**config.mk**
```make
export PLATFORM = sky130hd
export DESIGN_NAME = bit_serializer
export DESIGN_NICKNAME = d
export VERILOG_FILES = /design/src/rtl/bit_serializer.sv
export SDC_FILE = /design/constraint.sdc
export NUM_CORES = 1
export LEC_CHECK = 0
export CAP_MARGIN = 30
export CORE_AREA = 3 3 43 45
export CTS_BUF_LIST = sky130_fd_sc_hd__clkbuf_16
export CTS_CLUSTER_SIZE = 12
export DETAILED_ROUTE_END_ITERATION = 16
export DIE_AREA = 0 0 46 48
export HOLD_SLACK_MARGIN = 0.06
export PLACE_DENSITY = 0.77
export SLEW_MARGIN = 10
export SYNTH_ARGS = -nofsm -noshare
export SYNTH_HDL_FRONTEND = slang
export SYNTH_SLANG_ARGS = --single-unit
```
**constraint.sdc**
```tcl
create_clock -name clk -period 3.7 [get_ports clk]
set_input_delay 0.37 -clock clk [delete_from_list [all_inputs] [get_ports clk]]
set_output_delay 0.37 -clock clk [all_outputs]
set_load 0.03 [all_outputs]
```
**src/rtl/bit_serializer.sv**
```systemverilog
// ---------------------------------------------------------------------------
// bit_serializer
//
// Parallel-to-serial stage feeding the 1-bit `number` input of the
// sequence-detector FSM.
//
// The serializer accepts a WIDTH-bit word over a valid/ready handshake. It
// then shifts the word out one bit per clock, and bit_valid qualifies each
// bit. When the serializer is idle, `number` is held low. This keeps the
// downstream detector parked in its initial state between words.
//
// Handshake: a word is accepted on a rising edge where load_valid and
// load_ready are both high. load_ready does not depend on load_valid. The
// producer may raise or drop load_valid at any time. Nothing happens unless
// the valid and ready signals coincide at an edge.
//
// Parameters:
//   WIDTH      bits per word (2..32)
//   MSB_FIRST  1: bit WIDTH-1 is sent first, 0: bit 0 is sent first
//   GAP        idle cycles forced between words (0..15)
//
// Optional build macro:
//   SERIALIZER_PARITY_EN  appends one even-parity bit cycle to every word
//
// Ports:
//   clk        system clock, rising edge
//   reset      asynchronous, active-low reset
//   load_valid producer offers load_data
//   load_data  word to serialize
//   load_ready serializer can accept a word this cycle
//   number     serial data bit to the detector
//   bit_valid  number carries a data bit this cycle
//   busy       state is not IDLE
//   done       one-cycle pulse during the final bit of a word
//   dbg_state  current FSM state encoding (observation only)
//
// Every output is a register loaded from the next-state values, so the
// outputs are a pure function of registered state. No combinational path
// runs from the load_* inputs to the outputs.
// ---------------------------------------------------------------------------
module bit_serializer #(
    parameter int WIDTH     = 8,
    parameter int MSB_FIRST = 1,
    parameter int GAP       = 0
) (
    input  logic             clk,
    input  logic             reset,
    input  logic             load_valid,
    input  logic [WIDTH-1:0] load_data,
    output logic             load_ready,
    output logic             number,
    output logic             bit_valid,
    output logic             busy,
    output logic             done,
    output logic [1:0]       dbg_state
);

`ifdef SERIALIZER_PARITY_EN
    // The parity bit rides at the tail of a widened shift register.
    localparam int NB = WIDTH + 1;
`else
    localparam int NB = WIDTH;
`endif
    localparam int             CW       = $clog2(NB);
    localparam logic [CW-1:0]  LAST     = CW'(NB - 1);
    localparam logic [3:0]     GAP_LAST = 4'((GAP == 0) ? 0 : GAP - 1);

    typedef enum logic [1:0] {
        ST_IDLE  = 2'd0,
        ST_SHIFT = 2'd1,
        ST_GAP   = 2'd2
    } state_t;

    state_t          state;
    logic [NB-1:0]   shreg;
    logic [CW-1:0]   bit_cnt;
    logic [3:0]      gap_cnt;

    state_t          nxt_state;
    logic [NB-1:0]   nxt_shreg;
    logic [CW-1:0]   nxt_bit_cnt;
    logic [3:0]      nxt_gap_cnt;
    logic [NB-1:0]   load_word;
    logic            accept;
    logic            nxt_shift;
    logic            nxt_number;
    logic            nxt_done;
    logic            nxt_ready;

    assign dbg_state = state;
    assign accept    = load_valid & load_ready;

    // The load image places the first bit to send at the output end of the
    // register. In a parity build, the parity bit sits at the far end.
    always_comb begin
        load_word = '0;
`ifdef SERIALIZER_PARITY_EN
        if (MSB_FIRST != 0)
            load_word = {load_data, ^load_data};
        else
            load_word = {^load_data, load_data};
`else
        load_word = load_data;
`endif
    end

    always_comb begin
        nxt_state   = state;
        nxt_shreg   = shreg;
        nxt_bit_cnt = bit_cnt;
        nxt_gap_cnt = gap_cnt;

        case (state)
            ST_IDLE: begin
                if (accept) begin
                    nxt_state   = ST_SHIFT;
                    nxt_shreg   = load_word;
                    nxt_bit_cnt = '0;
                end
            end

            ST_SHIFT: begin
                if (bit_cnt == LAST) begin
                    if (GAP == 0) begin
                        // With no gap, an accept on the last bit continues
                        // straight into the next word with no bubble.
                        if (accept) begin
                            nxt_state   = ST_SHIFT;
                            nxt_shreg   = load_word;
                            nxt_bit_cnt = '0;
                        end else begin
                            nxt_state   = ST_IDLE;
                            nxt_shreg   = '0;
                            nxt_bit_cnt = '0;
                        end
                    end else begin
                        nxt_state   = ST_GAP;
                        nxt_shreg   = '0;
                        nxt_bit_cnt = '0;
                        nxt_gap_cnt = '0;
                    end
                end else begin
                    if (MSB_FIRST != 0)
                        nxt_shreg = {shreg[NB-2:0], 1'b0};
                    else
                        nxt_shreg = {1'b0, shreg[NB-1:1]};
                    nxt_bit_cnt = CW'(bit_cnt + 1'b1);
                end
            end

            ST_GAP: begin
                if (GAP == 0 || gap_cnt == GAP_LAST) begin
                    nxt_state   = ST_IDLE;
                    nxt_gap_cnt = '0;
                end else begin
                    nxt_gap_cnt = gap_cnt + 4'd1;
                end
            end

            default: begin
                // An unused encoding falls back to a clean idle.
                nxt_state   = ST_IDLE;
                nxt_shreg   = '0;
                nxt_bit_cnt = '0;
                nxt_gap_cnt = '0;
            end
        endcase
    end

    // The output registers are loaded from the next-state view. They
    // therefore always match the state register they accompany.
    always_comb begin
        nxt_shift  = (nxt_state == ST_SHIFT);
        nxt_number = 1'b0;
        if (nxt_shift)
            nxt_number = (MSB_FIRST != 0) ? nxt_shreg[NB-1] : nxt_shreg[0];
        nxt_done   = nxt_shift && (nxt_bit_cnt == LAST);
        nxt_ready  = (nxt_state == ST_IDLE) ||
                     (nxt_shift && (nxt_bit_cnt == LAST) && (GAP == 0));
    end

    always_ff @(posedge clk or negedge reset) begin
        if (!reset) begin
            state      <= ST_IDLE;
            shreg      <= '0;
            bit_cnt    <= '0;
            gap_cnt    <= '0;
            number     <= 1'b0;
            bit_valid  <= 1'b0;
            busy       <= 1'b0;
            done       <= 1'b0;
            load_ready <= 1'b1;
        end else begin
            state      <= nxt_state;
            shreg      <= nxt_shreg;
            bit_cnt    <= nxt_bit_cnt;
            gap_cnt    <= nxt_gap_cnt;
            number     <= nxt_number;
            bit_valid  <= nxt_shift;
            busy       <= (nxt_state != ST_IDLE);
            done       <= nxt_done;
            load_ready <= nxt_ready;
        end
    end

endmodule

```
==> out/metrics.yaml <==
start_util_pct: 49.0
p_int_uw: 389
ys_warn_count: 0
ctsLongestPathBuffers: 2
cts_buffers: 3
synthToLayoutAreaGrowth_pct: 33.6
place.gp.congestion: 0.737
insertion_delay_ns: 0.24
fin_tns_setup_ns: 0
diodes: 0
synth_largest_area_cell: "dfrtp_1"
crit_arrival_ns: 1.48
clk_pin_slew_ns: 0.05
firstDrtPassIters: 4
htreeDepth: 1
dp_cells: 88
synth_nets: 70
rsz0062_at_grt: "false"
design.core.area_mm2: 0.00151
synth_edf_count: 0
port_buffers: 17
cts-root-buf: "clkbuf_16"
avgSynthCellArea_um2: 13.0
syn_area_um2: 738
hold_violations: 0
async_flop_share_pct: 100
die_h_um: 48
rows: 14
drc: 0
min_period_ns: 1.85
ys_seq_area_share_pct: 57.8
maxCapViolations: 0
layout.nets: 90
fin_skew_ns: 0.00204
combinationalPowerShare_pct: 14.6
min_from: "shreg[0]$_DFFE_PN0P_"
path_class: "reg2out"
cts_hold_buf: 0
syn_inst: 57
die_area_mm2: 0.00221
cts_tree: "yes"
fin_total_pwr_uw: 505
grt_start_max_net_pins: 18
p_per_area_mw_per_mm2: 513
slowest_delay_ns: 0.67
detail-route-antenna-nets: 0
path_max_fanout: 3
layout.cells.non_filler: 92
clock.fmax_mhz: 542
synth_area_leaders: "dfrtp_1, a221o_1, and2_1"
worstPathRequired_ns: 3.33
r2r_cells: 5
die_w_um: 46
hpwlAfterDp_um: 1030
cp_num_buf_inv: 1
finalMaxSlewViolations: 0
slew_headroom_pct: 51.0
endpoint_kind: "output port"
holdPathEnd: "shreg[0]$_DFFE_PN0P_"
critical-path-top-delay-family: "buffers and inverters"
sw_frac_of_total_pct: 23.1
min_path_type: "reg2reg"
fin_crit_sh_pct: 49.9
clock_power_share_pct: 42.0
setup_violations: 0
wl_per_cell_um: 15.4
worstPathCellList: "clkdlybuf4s50_1"
grt.total_usage_pct: 14.8
num-fill-cells: 126
via_count: 518
rr_endpoint: "shreg[3]$_DFFE_PN0P_"
synth_top_area_share_pct: 54.2
ios: 18
ir_drop_v: 0.000306
p_seq_share_pct: 43.4
grt_pass1_wl_um: 2260
drt_iter0_drc: 17
overflow: 0
finalWirelength_um: 1420
cts_sinks: 17
cts-resized-gates: 0
grt_pass1_vias: 488
synth_flop_cell: "dfrtp_1"
grt_antenna_before_repair: 0
min_path_cells: 1
viasPerCell: 5.63
postCtsSetupRepairBufs: 0
ys_seq_elements: 17
status: "finished clean"
p_sw_uw: 117
p_leak_nw: 0.474
ys_types: 21
r2r_slack_ns: 1.94
worst-slew-pin-transition_ns: 0.733
cp-start-kind: "flip-flop"
r2r_start: "bit_cnt[0]$_DFF_PN0_"
cpMaxStageDelayCell: "clkdlybuf4s50_1"
drive_above_1_share_pct: 11.8
==> metrics by stage <==
step,instance area [um^2],worst slack [ns],hold WS (ns),util (%)
floorplan,738,2.05,0.0744,-
CTS,986,1.85,0.491,65.4
finish,986,1.85,0.487,65.4
detailed placement,906,1.91,0.479,60.1
global placement,906,1.97,0.487,60.1
global route,986,1.79,0.538,65.4
==> state kept, by name (all words and copies together) (netlist names) <==
name and count:
dbg_state 2, number 1, done 1, bit_valid 1
shreg 7, bit_cnt 3, busy 1, load_ready 1
==> cells by family (layout without fill, tap and decap cells) <==
kind of cell | after synthesis | after routing | share of synthesized area [%]
AOI/OAI and AO/OA | 15 | 15 | 17.0
adders and majority gates | 2 | 2 | 3.39
buffers and inverters | 6 | 25 | 5.08
DFF | 17 | 17 | 57.8
other | 1 | 1 | 0.508
and+or+nand+nor | 16 | 16 | 16.3
==> cell usage after synthesis, types with 2 or more instances <==
master / number
dfrtp_1: 16
and2_1: 8
a221o_1: 6
inv_1: 4
a21oi_1: 3
a32oi_1: 2
buf_6: 2
ha_1: 2
nor4b_1: 2
==> power groups by stage <==
stage | logic [mW] | registers [mW] | clock network [mW]
2_1_floorplan | 0.0363 | 0.229 | 0
5_1_grt | 0.0805 | 0.222 | 0.226
3_3_place_gp | 0.0713 | 0.222 | 0
6_report | 0.0737 | 0.219 | 0.212
3_5_place_dp | 0.0736 | 0.223 | 0
4_1_cts | 0.0746 | 0.220 | 0.216
==> how the worst max path moves through the flow <==
stage | startpoint | depth (start not counted) | slack [ns] | endpoint
2_1_floorplan | bit_cnt[0]$_DFF_PN0_ | 6 | 2.05 | shreg[1]$_DFFE_PN0P_
3_3_place_gp | load_valid | 4 | 1.97 | shreg[2]$_DFFE_PN0P_
3_5_place_dp | load_valid | 4 | 1.91 | shreg[1]$_DFFE_PN0P_
4_1_cts | load_ready$_DFF_PN1_ | 1 | 1.85 | load_ready
5_1_grt | bit_cnt[0]$_DFF_PN0_ | 5 | 1.79 | shreg[3]$_DFFE_PN0P_
6_report | load_ready$_DFF_PN1_ | 1 | 1.85 | load_ready
==> layout make-up <==
cell class	count	area (um^2)	share of cell area (%)
multi-input combinational	34	274	27.8
timing repair buffer	17	170	17.3
sequential	17	427	43.3
clock buffer	3	75.1	7.61
inverter	4	15.0	1.52
tap	16	20.0	2.03
clock inverter	1	5.00	0.508
==> metal layers <==
metal  GRT usage [%]  share of wire (%)
met1            20.1                 45
met3            3.38                4.1
met2            23.1                 50
met5               0                  0
met4            5.11               0.92
==> layout by cell type (no fill, tap or decap) <==
master,instances
a21o_2,1
a21oi_1,3
a221o_1,6
a22o_2,1
a31oi_1,1
a32oi_1,2
and2_1,8
and2b_2,1
clkbuf_16,3
clkdlybuf4s50_1,17
clkinv_2,1
conb_1,1
dfrtp_1,16
dfstp_2,1
ha_1,2
inv_1,4
nand2_1,1
nand2b_1,1
nand3b_4,1
nor2b_1,1
nor3b_1,1
nor4b_1,2
o31ai_1,1
(Power assumes the default switching activity.)
